$ cat config.mk
export PLATFORM = sky130hd
export DESIGN_NAME = bram_read_arbiter_flat
export DESIGN_NICKNAME = d
export VERILOG_FILES = /design/src/rtl/bram_read_arbiter_pkg.sv /design/src/rtl/bram_read_arbiter_if.sv /design/src/rtl/bram_read_arbiter_tag_pipe.sv /design/src/rtl/bram_read_arbiter.sv /design/src/flat_wrapper.sv
export SDC_FILE = /design/constraint.sdc
export NUM_CORES = 1
export LEC_CHECK = 0
export CORE_ASPECT_RATIO = 2
export CORE_MARGIN = 4
export CORE_UTILIZATION = 35
export CTS_BUF_LIST = sky130_fd_sc_hd__clkbuf_16
export CTS_CLUSTER_DIAMETER = 60
export DETAILED_ROUTE_END_ITERATION = 10
export GPL_ROUTABILITY_DRIVEN = 1
export PLACE_DENSITY = 0.77
export SLEW_MARGIN = 20
export SYNTH_ARGS = -nofsm -noshare
export SYNTH_HDL_FRONTEND = slang
export SYNTH_SLANG_ARGS = --single-unit
$ cat constraint.sdc
create_clock -name clk_in -period 2.2 [get_ports clk_in]
set_input_delay 0.44 -clock clk_in [delete_from_list [all_inputs] [get_ports clk_in]]
set_output_delay 0.44 -clock clk_in [all_outputs]
set_load 0.02 [all_outputs]
$ cat src/rtl/bram_read_arbiter_pkg.sv
// Shared constants and requester indices for the QR frame-buffer image pipeline.
// Latency: none, declarations only.
// Backpressure: none, declarations only.
// Ports: none.
package qr_pkg;

   localparam int FRAME_WIDTH       = 480;
   localparam int FRAME_HEIGHT      = 480;
   localparam int ADDR_WIDTH        = 19;
   localparam int BRAM_READ_LATENCY = 2;
   localparam int NUM_REQUESTERS    = 3;

   // Fixed slot of each image-processing stage on the shared read port.
   typedef enum logic [1:0] {
      REQ_AVERAGE = 2'd0,
      REQ_FINDER  = 2'd1,
      REQ_SAMPLER = 2'd2
   } req_idx_e;

endpackage

$ cat src/rtl/bram_read_arbiter_if.sv
// Bundle of requester, BRAM and return signals around the frame-buffer read arbiter.
// Latency: none, wiring only.
// Backpressure: requesters hold req/addr until their grant strobe; returns cannot be stalled.
// Ports: slave = arbiter side, master = requesters plus BRAM side.
interface bram_read_arbiter_if #(
   parameter int NUM_REQ    = qr_pkg::NUM_REQUESTERS,
   parameter int ADDR_WIDTH = qr_pkg::ADDR_WIDTH,
   parameter int DATA_WIDTH = 1
);

   logic [NUM_REQ-1:0]            req_in;
   logic [NUM_REQ*ADDR_WIDTH-1:0] req_addr_in;
   logic [NUM_REQ-1:0]            grant_out;
   logic [ADDR_WIDTH-1:0]         bram_addr_out;
   logic [DATA_WIDTH-1:0]         bram_data_in;
   logic [DATA_WIDTH-1:0]         rd_data_out;
   logic [NUM_REQ-1:0]            rd_valid_out;
   logic                          idle_out;

   modport slave (
      input  req_in, req_addr_in, bram_data_in,
      output grant_out, bram_addr_out, rd_data_out, rd_valid_out, idle_out
   );

   modport master (
      output req_in, req_addr_in, bram_data_in,
      input  grant_out, bram_addr_out, rd_data_out, rd_valid_out, idle_out
   );

endinterface

$ cat src/rtl/bram_read_arbiter_tag_pipe.sv
// Shift register of {valid, requester index} that tracks reads inside the BRAM.
// Latency: DEPTH cycles from vld_i/idx_i to vld_o/idx_o.
// Backpressure: none; advances every cycle, clr_i drops every entry.
// Ports: clk_i, clr_i (sync clear), vld_i/idx_i (issued read), vld_o/idx_o (read leaving),
//        inflight_d_o (some entry will be valid after this edge).
module read_tag_pipe #(
   parameter int DEPTH = 2,
   parameter int IDX_W = 2
) (
   input  logic             clk_i,
   input  logic             clr_i,
   input  logic             vld_i,
   input  logic [IDX_W-1:0] idx_i,
   output logic             vld_o,
   output logic [IDX_W-1:0] idx_o,
   output logic             inflight_d_o
);

   logic [DEPTH-1:0] vld_q, vld_d;
   logic [IDX_W-1:0] idx_q [DEPTH];
   logic [IDX_W-1:0] idx_d [DEPTH];

   always_comb begin
      vld_d    = '0;
      idx_d    = '{default: '0};
      vld_d[0] = vld_i;
      idx_d[0] = idx_i;
      for (int s = 1; s < DEPTH; s++) begin
         vld_d[s] = vld_q[s-1];
         idx_d[s] = idx_q[s-1];
      end
   end

   always_ff @(posedge clk_i) begin
      if (clr_i) begin
         vld_q <= '0;
         idx_q <= '{default: '0};
      end else begin
         vld_q <= vld_d;
         idx_q <= idx_d;
      end
   end

   assign vld_o        = vld_q[DEPTH-1];
   assign idx_o        = idx_q[DEPTH-1];
   // Looking at next-state contents lets the idle flag stay a plain register.
   assign inflight_d_o = |vld_d;

endmodule

$ cat src/rtl/bram_read_arbiter.sv
// Round-robin sharing of the frame-buffer BRAM read port, one registered grant per cycle.
// Latency: grant and address registered at edge E, data and one-hot valid registered at E+READ_LATENCY+1.
// Backpressure: requesters hold req/addr until granted; a requester is masked the edge after its grant.
// Ports: clk_in, rst_in (sync, active high), bus (slave modport: req/addr in, grant, BRAM addr/data,
//        returned data with one-hot valid, idle).
module bram_read_arbiter #(
   parameter int NUM_REQ      = qr_pkg::NUM_REQUESTERS,
   parameter int ADDR_WIDTH   = qr_pkg::ADDR_WIDTH,
   parameter int DATA_WIDTH   = 1,
   parameter int READ_LATENCY = qr_pkg::BRAM_READ_LATENCY
) (
   input  logic               clk_in,
   input  logic               rst_in,
   bram_read_arbiter_if.slave bus
);

   import qr_pkg::*;

   localparam int PTR_W = $clog2(NUM_REQ);

   logic [NUM_REQ-1:0]    grant_q, grant_d;
   logic [PTR_W-1:0]      gidx_q, gidx_d;
   logic [PTR_W-1:0]      rr_ptr_q, rr_ptr_d;
   logic [ADDR_WIDTH-1:0] addr_q, addr_d;
   logic [DATA_WIDTH-1:0] rd_data_q, rd_data_d;
   logic [NUM_REQ-1:0]    rd_valid_q, rd_valid_d;
   logic                  idle_q, idle_d;

   logic [ADDR_WIDTH-1:0] req_addr [NUM_REQ];
   logic [NUM_REQ-1:0]    eligible;
   logic                  found;
   logic [PTR_W-1:0]      win;
   logic [PTR_W-1:0]      scan;

   logic                  pipe_vld;
   logic [PTR_W-1:0]      pipe_idx;
   logic                  inflight_d;

   for (genvar g = 0; g < NUM_REQ; g++) begin : g_addr
      assign req_addr[g] = bus.req_addr_in[g*ADDR_WIDTH +: ADDR_WIDTH];
   end

   // A requester granted last edge is masked so it can update req/addr without double issue.
   assign eligible = bus.req_in & ~grant_q;

   // Scan from rr_ptr upward with explicit wrap, since NUM_REQ need not be a power of two.
   always_comb begin
      found = 1'b0;
      win   = '0;
      scan  = rr_ptr_q;
      for (int k = 0; k < NUM_REQ; k++) begin
         if (!found && eligible[scan]) begin
            found = 1'b1;
            win   = scan;
         end
         scan = (scan == PTR_W'(NUM_REQ - 1)) ? '0 : scan + 1'b1;
      end
   end

   always_comb begin
      grant_d  = '0;
      gidx_d   = gidx_q;
      addr_d   = addr_q;
      rr_ptr_d = rr_ptr_q;
      if (found) begin
         grant_d  = NUM_REQ'(1) << win;
         gidx_d   = win;
         addr_d   = req_addr[win];
         rr_ptr_d = (win == PTR_W'(NUM_REQ - 1)) ? '0 : win + 1'b1;
      end
   end

   // Tag enters the pipe one edge after the grant, in step with the BRAM's own address register.
   read_tag_pipe #(
      .DEPTH (READ_LATENCY),
      .IDX_W (PTR_W)
   ) u_tag_pipe (
      .clk_i        (clk_in),
      .clr_i        (rst_in),
      .vld_i        (|grant_q),
      .idx_i        (gidx_q),
      .vld_o        (pipe_vld),
      .idx_o        (pipe_idx),
      .inflight_d_o (inflight_d)
   );

   always_comb begin
      rd_valid_d = '0;
      rd_data_d  = rd_data_q;
      if (pipe_vld) begin
         rd_valid_d = NUM_REQ'(1) << pipe_idx;
         rd_data_d  = bus.bram_data_in;
      end
      idle_d = (grant_d == '0) && !inflight_d;
   end

   always_ff @(posedge clk_in) begin
      if (rst_in) begin
         grant_q    <= '0;
         gidx_q     <= '0;
         addr_q     <= '0;
         rr_ptr_q   <= '0;
         rd_data_q  <= '0;
         rd_valid_q <= '0;
         idle_q     <= 1'b1;
      end else begin
         grant_q    <= grant_d;
         gidx_q     <= gidx_d;
         addr_q     <= addr_d;
         rr_ptr_q   <= rr_ptr_d;
         rd_data_q  <= rd_data_d;
         rd_valid_q <= rd_valid_d;
         idle_q     <= idle_d;
      end
   end

   assign bus.grant_out     = grant_q;
   assign bus.bram_addr_out = addr_q;
   assign bus.rd_data_out   = rd_data_q;
   assign bus.rd_valid_out  = rd_valid_q;
   assign bus.idle_out      = idle_q;

endmodule

$ cat src/flat_wrapper.sv
// flat-port wrapper written by rule: the top's interface ports become plain ports
module bram_read_arbiter_flat import qr_pkg::*;
#(
   parameter int NUM_REQ      = qr_pkg::NUM_REQUESTERS,
   parameter int ADDR_WIDTH   = qr_pkg::ADDR_WIDTH,
   parameter int DATA_WIDTH   = 1,
   parameter int READ_LATENCY = qr_pkg::BRAM_READ_LATENCY
)
  (clk_in, rst_in, bus_req_in, bus_req_addr_in, bus_bram_data_in, bus_grant_out, bus_bram_addr_out, bus_rd_data_out, bus_rd_valid_out, bus_idle_out);
  bram_read_arbiter_if #(.NUM_REQ(NUM_REQ), .ADDR_WIDTH(ADDR_WIDTH), .DATA_WIDTH(DATA_WIDTH)) bus_i ();
  input  logic clk_in;
  input  logic rst_in;
  input wire logic [$bits(bus_i.req_in)-1:0] bus_req_in;
  input wire logic [$bits(bus_i.req_addr_in)-1:0] bus_req_addr_in;
  input wire logic [$bits(bus_i.bram_data_in)-1:0] bus_bram_data_in;
  output wire logic [$bits(bus_i.grant_out)-1:0] bus_grant_out;
  output wire logic [$bits(bus_i.bram_addr_out)-1:0] bus_bram_addr_out;
  output wire logic [$bits(bus_i.rd_data_out)-1:0] bus_rd_data_out;
  output wire logic [$bits(bus_i.rd_valid_out)-1:0] bus_rd_valid_out;
  output wire logic [$bits(bus_i.idle_out)-1:0] bus_idle_out;
  assign bus_i.req_in = bus_req_in;
  assign bus_i.req_addr_in = bus_req_addr_in;
  assign bus_i.bram_data_in = bus_bram_data_in;
  assign bus_grant_out = bus_i.grant_out;
  assign bus_bram_addr_out = bus_i.bram_addr_out;
  assign bus_rd_data_out = bus_i.rd_data_out;
  assign bus_rd_valid_out = bus_i.rd_valid_out;
  assign bus_idle_out = bus_i.idle_out;
  bram_read_arbiter #(.NUM_REQ(NUM_REQ), .ADDR_WIDTH(ADDR_WIDTH), .DATA_WIDTH(DATA_WIDTH), .READ_LATENCY(READ_LATENCY)) u_core (.clk_in(clk_in), .rst_in(rst_in), .bus(bus_i));
endmodule
=== After elaboration in Yosys (flattened, before gate mapping) ===
Cells that the tools add are included.

* Bits of input ports: 63
* Logic and storage cells: 55
* Bits in registers: 37
* Output and inout bits: 27

* Bitwise gates (word level): 4
* Reduce and logical (&&, ||, !) cells: 10
* Multiplexer cells: 19
* Add/sub/neg operators: 3
* Shifts and indexed selects: 2
* Equality and inequality tests: 3
* Magnitude comparators: 4

{| class="wikitable"
|+ Operator list
! operator !! number
|-
| $bmux W19 S2 || 1
|-
| $mux W19 || 2
|-
| $mux W2 || 6
|-
| $lt A2 B3 Y1 const B || 3
|-
| $add A2 B1 Y2 const B || 3
|-
| $bmux W1 S2 || 3
|-
| $eq A2 B2 Y1 const B || 3
|-
| $mux W1 || 6
|-
| $shl A1 B2 Y3 const A || 2
|-
| $reduce_or A4 Y1 || 1
|-
| $and A3 B3 Y3 || 1
|-
| $ge A3 B3 Y1 const B || 1
|-
| $logic_and A1 B1 Y1 || 3
|-
| $logic_not A1 Y1 || 3
|-
| $logic_not A3 Y1 || 1
|-
| $mux W3 || 1
|-
| $not A2 Y3 || 1
|-
| $not A3 Y3 || 1
|-
| $reduce_or A3 Y1 || 1
|-
| $reduce_or A2 Y1 || 1
|-
| $not A1 Y1 || 1
|}

=== Logic depth before layout (Yosys ltp) ===
* Word-level depth: 15
* Gate-level depth with buffers: 6
* Mapped depth without buffers: 4

=== Cells and area by module ===
Synthesis repeated with hierarchy kept, for this count alone.

* Cell total of the unflattened synthesis: 189
* Area, all modules: 1836.8 um^2

{| class="wikitable"
|+ By module, submodules not included
! module !! area an instance (um^2) !! times used !! cells each !! sequential area each (um^2)
|-
| bram_read_arbiter || 1672.9 || 1 || 176 || 620.6
|-
| read_tag_pipe || 163.9 || 1 || 13 || 120.1
|}

=== Worst setup path before layout ===
Ideal clock, no wire load.

* Kind: register -> register
* Start point: register u_core.grant_q[0] (netlist: u_core.bus.grant_out[0])
* End point: register u_core.addr_q[10] (netlist: u_core.bus.bram_addr_out[10])
* Data required time: 2076 ps
* Cell stages (with the launch flop): 7
* Setup slack: 479 ps
* Clock period less this slack: 1721 ps
* Library setup time: 124 ps
* Data arrival time: 1597 ps
* Path buffers: 2
* Cells stage by stage: dfxtp_1 nand2b_1 clkbuf_1 o2111ai_1 buf_2 mux2i_1 o22ai_1

* Word-level cells in the longest chain between the ends: 15
* Elaborated cells on any way between the ends: 22
* Those cells by class: 15 x mux; 3 x bitwise; 4 x reduce/logical

{| class="wikitable"
|+ RTL lines
! what !! line !! source
|-
| start, declared || bram_read_arbiter.sv:21 || <nowiki>logic [NUM_REQ-1:0] grant_q, grant_d;</nowiki>
|-
| start signal, assigned || bram_read_arbiter.sv:107 || <nowiki>grant_q <= grant_d;</nowiki>
|-
| $not A3 Y3 (*) || bram_read_arbiter.sv:44 || <nowiki>assign eligible = bus.req_in & ~grant_q;</nowiki>
|-
| $and A3 B3 Y3 (*) || bram_read_arbiter.sv:44 ||
|-
| $bmux W1 S2 || bram_read_arbiter.sv:52 || <nowiki>if (!found && eligible[scan]) begin</nowiki>
|-
| $mux W1 (implied by the code) || bram_read_arbiter.sv:52 ||
|-
| $mux W1 || bram_read_arbiter.sv:52 ||
|-
| $logic_not A1 Y1 || bram_read_arbiter.sv:52 ||
|-
| $logic_and A1 B1 Y1 || bram_read_arbiter.sv:52 ||
|-
| $mux W1 || bram_read_arbiter.sv:52 ||
|-
| $logic_not A1 Y1 || bram_read_arbiter.sv:52 ||
|-
| $logic_and A1 B1 Y1 || bram_read_arbiter.sv:52 ||
|-
| $mux W2 || bram_read_arbiter.sv:52 ||
|-
| $not A2 Y3 (implied by the code) || bram_read_arbiter.sv:68 || <nowiki>addr_d = req_addr[win];</nowiki>
|-
| $bmux W19 S2 || bram_read_arbiter.sv:68 ||
|-
| $mux W19 (implied by the code) (2 in a row) || bram_read_arbiter.sv:68 ||
|-
| end signal, assigned || bram_read_arbiter.sv:109 || <nowiki>addr_q <= addr_d;</nowiki>
|-
| end, declared || bram_read_arbiter.sv:24 || <nowiki>logic [ADDR_WIDTH-1:0] addr_q, addr_d;</nowiki>
|}

Mark *: on every way between the ends. The rest lies on a longest branch, timed or not. The select of a mux whose other input is x is not followed.
A chain may end at the register's enable or synchronous reset.

=== Final worst setup path ===
* Start point: input port bus_req_in[0]
* End point: register u_core.addr_q[14] (netlist: u_core.bus.bram_addr_out[14])

* Word-level cells in the longest chain between the ends: 14
* Elaborated cells on any way between the ends: 21
* Those cells by class: 15 x mux; 2 x bitwise; 4 x reduce/logical

{| class="wikitable"
|+ RTL lines
! what !! line !! source
|-
| start, declared || flat_wrapper.sv:13 || <nowiki>input wire logic [$bits(bus_i.req_in)-1:0] bus_req_in;</nowiki>
|-
| $and A3 B3 Y3 (*) || bram_read_arbiter.sv:44 ||
|-
| $bmux W1 S2 || bram_read_arbiter.sv:52 ||
|-
| $mux W1 (implied by the code) || bram_read_arbiter.sv:52 ||
|-
| $mux W1 || bram_read_arbiter.sv:52 ||
|-
| $logic_not A1 Y1 || bram_read_arbiter.sv:52 ||
|-
| $logic_and A1 B1 Y1 || bram_read_arbiter.sv:52 ||
|-
| $mux W1 || bram_read_arbiter.sv:52 ||
|-
| $logic_not A1 Y1 || bram_read_arbiter.sv:52 ||
|-
| $logic_and A1 B1 Y1 || bram_read_arbiter.sv:52 ||
|-
| $mux W2 || bram_read_arbiter.sv:52 ||
|-
| $not A2 Y3 (implied by the code) || bram_read_arbiter.sv:68 ||
|-
| $bmux W19 S2 || bram_read_arbiter.sv:68 ||
|-
| $mux W19 (implied by the code) (2 in a row) || bram_read_arbiter.sv:68 ||
|}

Marks and branches as above.

==> metrics.md <==
| Metric | Value |
|---|---|
| Outcome | `completed` |
| Layout cells sized above 1 | `0.0984` |
| I/O Pins | `90` |
| PnR worst setup slack | `0.218 ns` |
| Tot GR Track Use | `0.186` |
| Yosys cell types | `34` |
| Setup Skew | `0.00579 ns` |
| Core Region | `0.00547 sq mm` |
| Placed cell areas | `0.00304 sq mm` |
| Post-CTS Resized | `0` |
| ANT cells | `0` |
| Final cell count without fillers | `365` |
| CP Data Required Time | `2.36 ns` |
| Port bufs | `89` |
| Wirelength per Cell | `16.8 um` |
| Die X | `61.2 um` |
| Slowest cell on crit path | `clkdlybuf4s50_1` |
| Post-synthesis sequential area ratio | `0.374` |
| Critical path arrival | `2.15 ns` |
| Clk_lat worst skew | `0.28 ns` |
| Top_reg_cell synth | `dfxtp_1` |
| Final Wtd Congestion | `0.866` |
| Largest net degree at the start of global routing | `27` |
| Die Area | `0.00701 sq mm` |
| XOR/XNOR Fraction of Synth Area | `0` |
| Flops & latches, synth | `37` |
| Drc violations | `0` |
| Final instance area | `0.00321 sq mm` |
| Fmax | `504 MHz` |
| Gate Count Post-Synth | `213` |
| Total Wirelength | `6130 um` |
| Placement Setup Slack | `-0.0613 ns` |
| Setup Buffers After CTS | `0` |
| DRT Pass-1 Iters | `6` |
| Hold Vio Cnt, Final | `0` |
| Worst slew pin tran | `0.478 ns` |
| DRT iter0 DRCs | `92` |
| Mux cell area share after synthesis | `0.0656` |
| Slew Viols, Final | `0` |
| Vias in the first global route | `2,215` |
| Post-synth EDFFs | `0` |
| Root buf cell | `clkbuf_16` |
| Max Fanout on Critical Path | `7` |
| Crit. End Element | `flip-flop` |
| Post-Syn Nets | `276` |
| Min-delay worst type | `flip-flop to flip-flop` |
| Clock Tree Buf Depth | `2` |
| Starting Density | `0.363` |
| Crit path cell chain | `clkdlybuf4s50_1, or3b_4, a21o_1, a32o_1, a221o_1` |
| RSZ-0062 raised after global routing | `false` |
| # nets final | `367` |
| Synthesized area | `0.00198 sq mm` |
| PwrDens | `730 mW/mm^2` |
| Dpl cells | `357` |
| Total power | `2.34 mW` |
| Min Clock Period, post-route | `1.98 ns` |
| First-pass GRT wire length | `9990 um` |
| Startpoint class of the critical path | `input pin` |
| CTS buffer count | `5` |
| Area grow syn2layout | `62.0%` |
| Max-cap violations | `0` |
| Synth Area per Inst | `9.31 sq um` |
| LEAKAGE | `1.20 nW` |
| DR vias/cell | `5.90` |
| H-tree Lvls | `2` |
| Synth warn | `0` |
| Slowest cell delay on critical path | `0.47 ns` |
| Sink Count | `37` |
| Final setup fails | `0` |
| VDD IR max | `0.683 mV` |
| Final Core Density | `0.587` |
| Hpwl dp | `4610 um` |
| Asr flop ratio synth | `0` |
| Grt ovf | `0` |
| DRT antenna net count | `0` |
| Vias | `2,152` |
| Post-Synth Adder-Cell Area | `0` |
| CTS tree | `built` |
| Clk slew on worst S/H paths | `0.05 ns` |
| Die Y-Extent | `114 um` |
| Hold-fix buffers, CTS | `0` |
| Initial antenna violation count | `0` |
| Fin crit share | `0.901` |
| Simple-gate share of the synthesized area | `0.149` |
| Standard-cell rows | `38` |
| Synth Area in Compound Gates | `0.356` |
| CP Class | `input pin to flip-flop` |
| Headroom to the max-slew limit | `0.680` |
| Largest family of logic cells by synthesized area | `compound AO/OA/AOI/OAI gates` |
[cell usage after synthesis (all sizes together), types with 3 or more instances]
cell | count | area share
clkbuf | 19 | 0.036
dfxtp | 37 | 0.37
nor2b | 7 | 0.022
nand2b | 5 | 0.016
mux2i | 13 | 0.066
buf | 5 | 0.016
a21oi | 4 | 0.012
nor3b | 8 | 0.030
nor2 | 16 | 0.030
nand2 | 3 | 0.0057
a32oi | 13 | 0.057
o221ai | 12 | 0.053
o22ai | 12 | 0.038
o21ai | 14 | 0.035
o32a | 12 | 0.061
a32o | 7 | 0.035
a221o | 7 | 0.035
[per-stage QoR]
stage | setup TNS [ns] | hold slack, ns
CTS | 0 | 0.441
global route | 0 | 0.466
floorplan | 0 | 0.413
global placement | -0.196 | 0.418
finish | 0 | 0.438
detailed placement | -0.521 | 0.428
[power breakdown]
part	leakage (nW)	switching, mW	internal (mW)
Clock	0.0852	0.271	0.532
Combinational	0.812	0.343	0.404
Sequential	0.306	0.0513	0.744
Total	1.20	0.665	1.68
[routing by layer]
metal | global-route usage | wire length [um] | up-vias | part of all wire
li1 | - | - | 1048 | -
met2 | 0.332 | 3430 | 77 | 0.56
met5 | 0 | 0 | - | 0
met3 | 0.0418 | 412 | 11 | 0.067
met1 | 0.193 | 2160 | 1016 | 0.35
met4 | 0.0868 | 128 | 0 | 0.021
[flip-flops by register name (all words and copies together) (netlist names)]
| signal | cells |
|---|---|
| u_core.bus.bram_addr_out | 19 |
| u_core.bus.grant_out | 3 |
| u_core.bus.rd_valid_out | 3 |
| u_core.gidx_q | 2 |
| u_core.rr_ptr_q | 2 |
| u_core.u_tag_pipe.idx_d | 2 |
| u_core.u_tag_pipe.idx_o | 2 |
| u_core.u_tag_pipe.vld_q | 2 |
| u_core.bus.idle_out | 1 |
| u_core.bus.rd_data_out | 1 |
[worst max-delay path, delay by kind of cell]
family          cells  cell delay [ns]
simple gates        1             0.39
buf+inv             1             0.47
compound gates      3             0.84
[cell usage in the layout, fill, tap and decap left out, types with 7 or more instances in the layout]
cell type and count:
a32o_1 7, nor3b_1 8, mux2i_1 13, o21ai_0 14
o221ai_1 12, o32a_1 12, a32oi_1 13, a221o_1 7
nor2_1 16, dfxtp_1 37, clkdlybuf4s50_1 89, buf_4 15
nor2b_1 7, o22ai_1 12
[area by class of cell]
cell class                      count  area, sq um
Sequential cell                    37          741
Fill cell                         478         2260
Multi-Input combinational cell    150         1140
Inverter                            2         7.51
Timing Repair Buffer              108         1080
Clock buffer                        5          125
Tap cell                           60         75.1
Clock inverter                      3         42.5
[logic make-up after synthesis]
group | count (synthesis)
buf+inv | 26
compound gates | 88
simple gates | 49
mux | 13
flops | 37
[path summary, 6_finish.rpt]
check / to / depth (start not counted) / slack (ns) / start
setup / recovery: u_core.bus.bram_addr_out[14]$_SDFFE_PP0P_ / 5 / 0.22 / bus_req_in[0]
hold / removal: u_core.u_tag_pipe.idx_o[1]$_SDFF_PP0_ / 1 / 0.44 / u_core.u_tag_pipe.idx_d[1]$_SDFF_PP0_
setup reg to reg: u_core.bus.bram_addr_out[14]$_SDFFE_PP0P_ / 4 / 0.43 / u_core.rr_ptr_q[0]$_SDFFE_PP0P_
hold reg to reg: u_core.u_tag_pipe.idx_o[1]$_SDFF_PP0_ / 1 / 0.44 / u_core.u_tag_pipe.idx_d[1]$_SDFF_PP0_
Note: power is estimated with default switching activity, not from simulation.
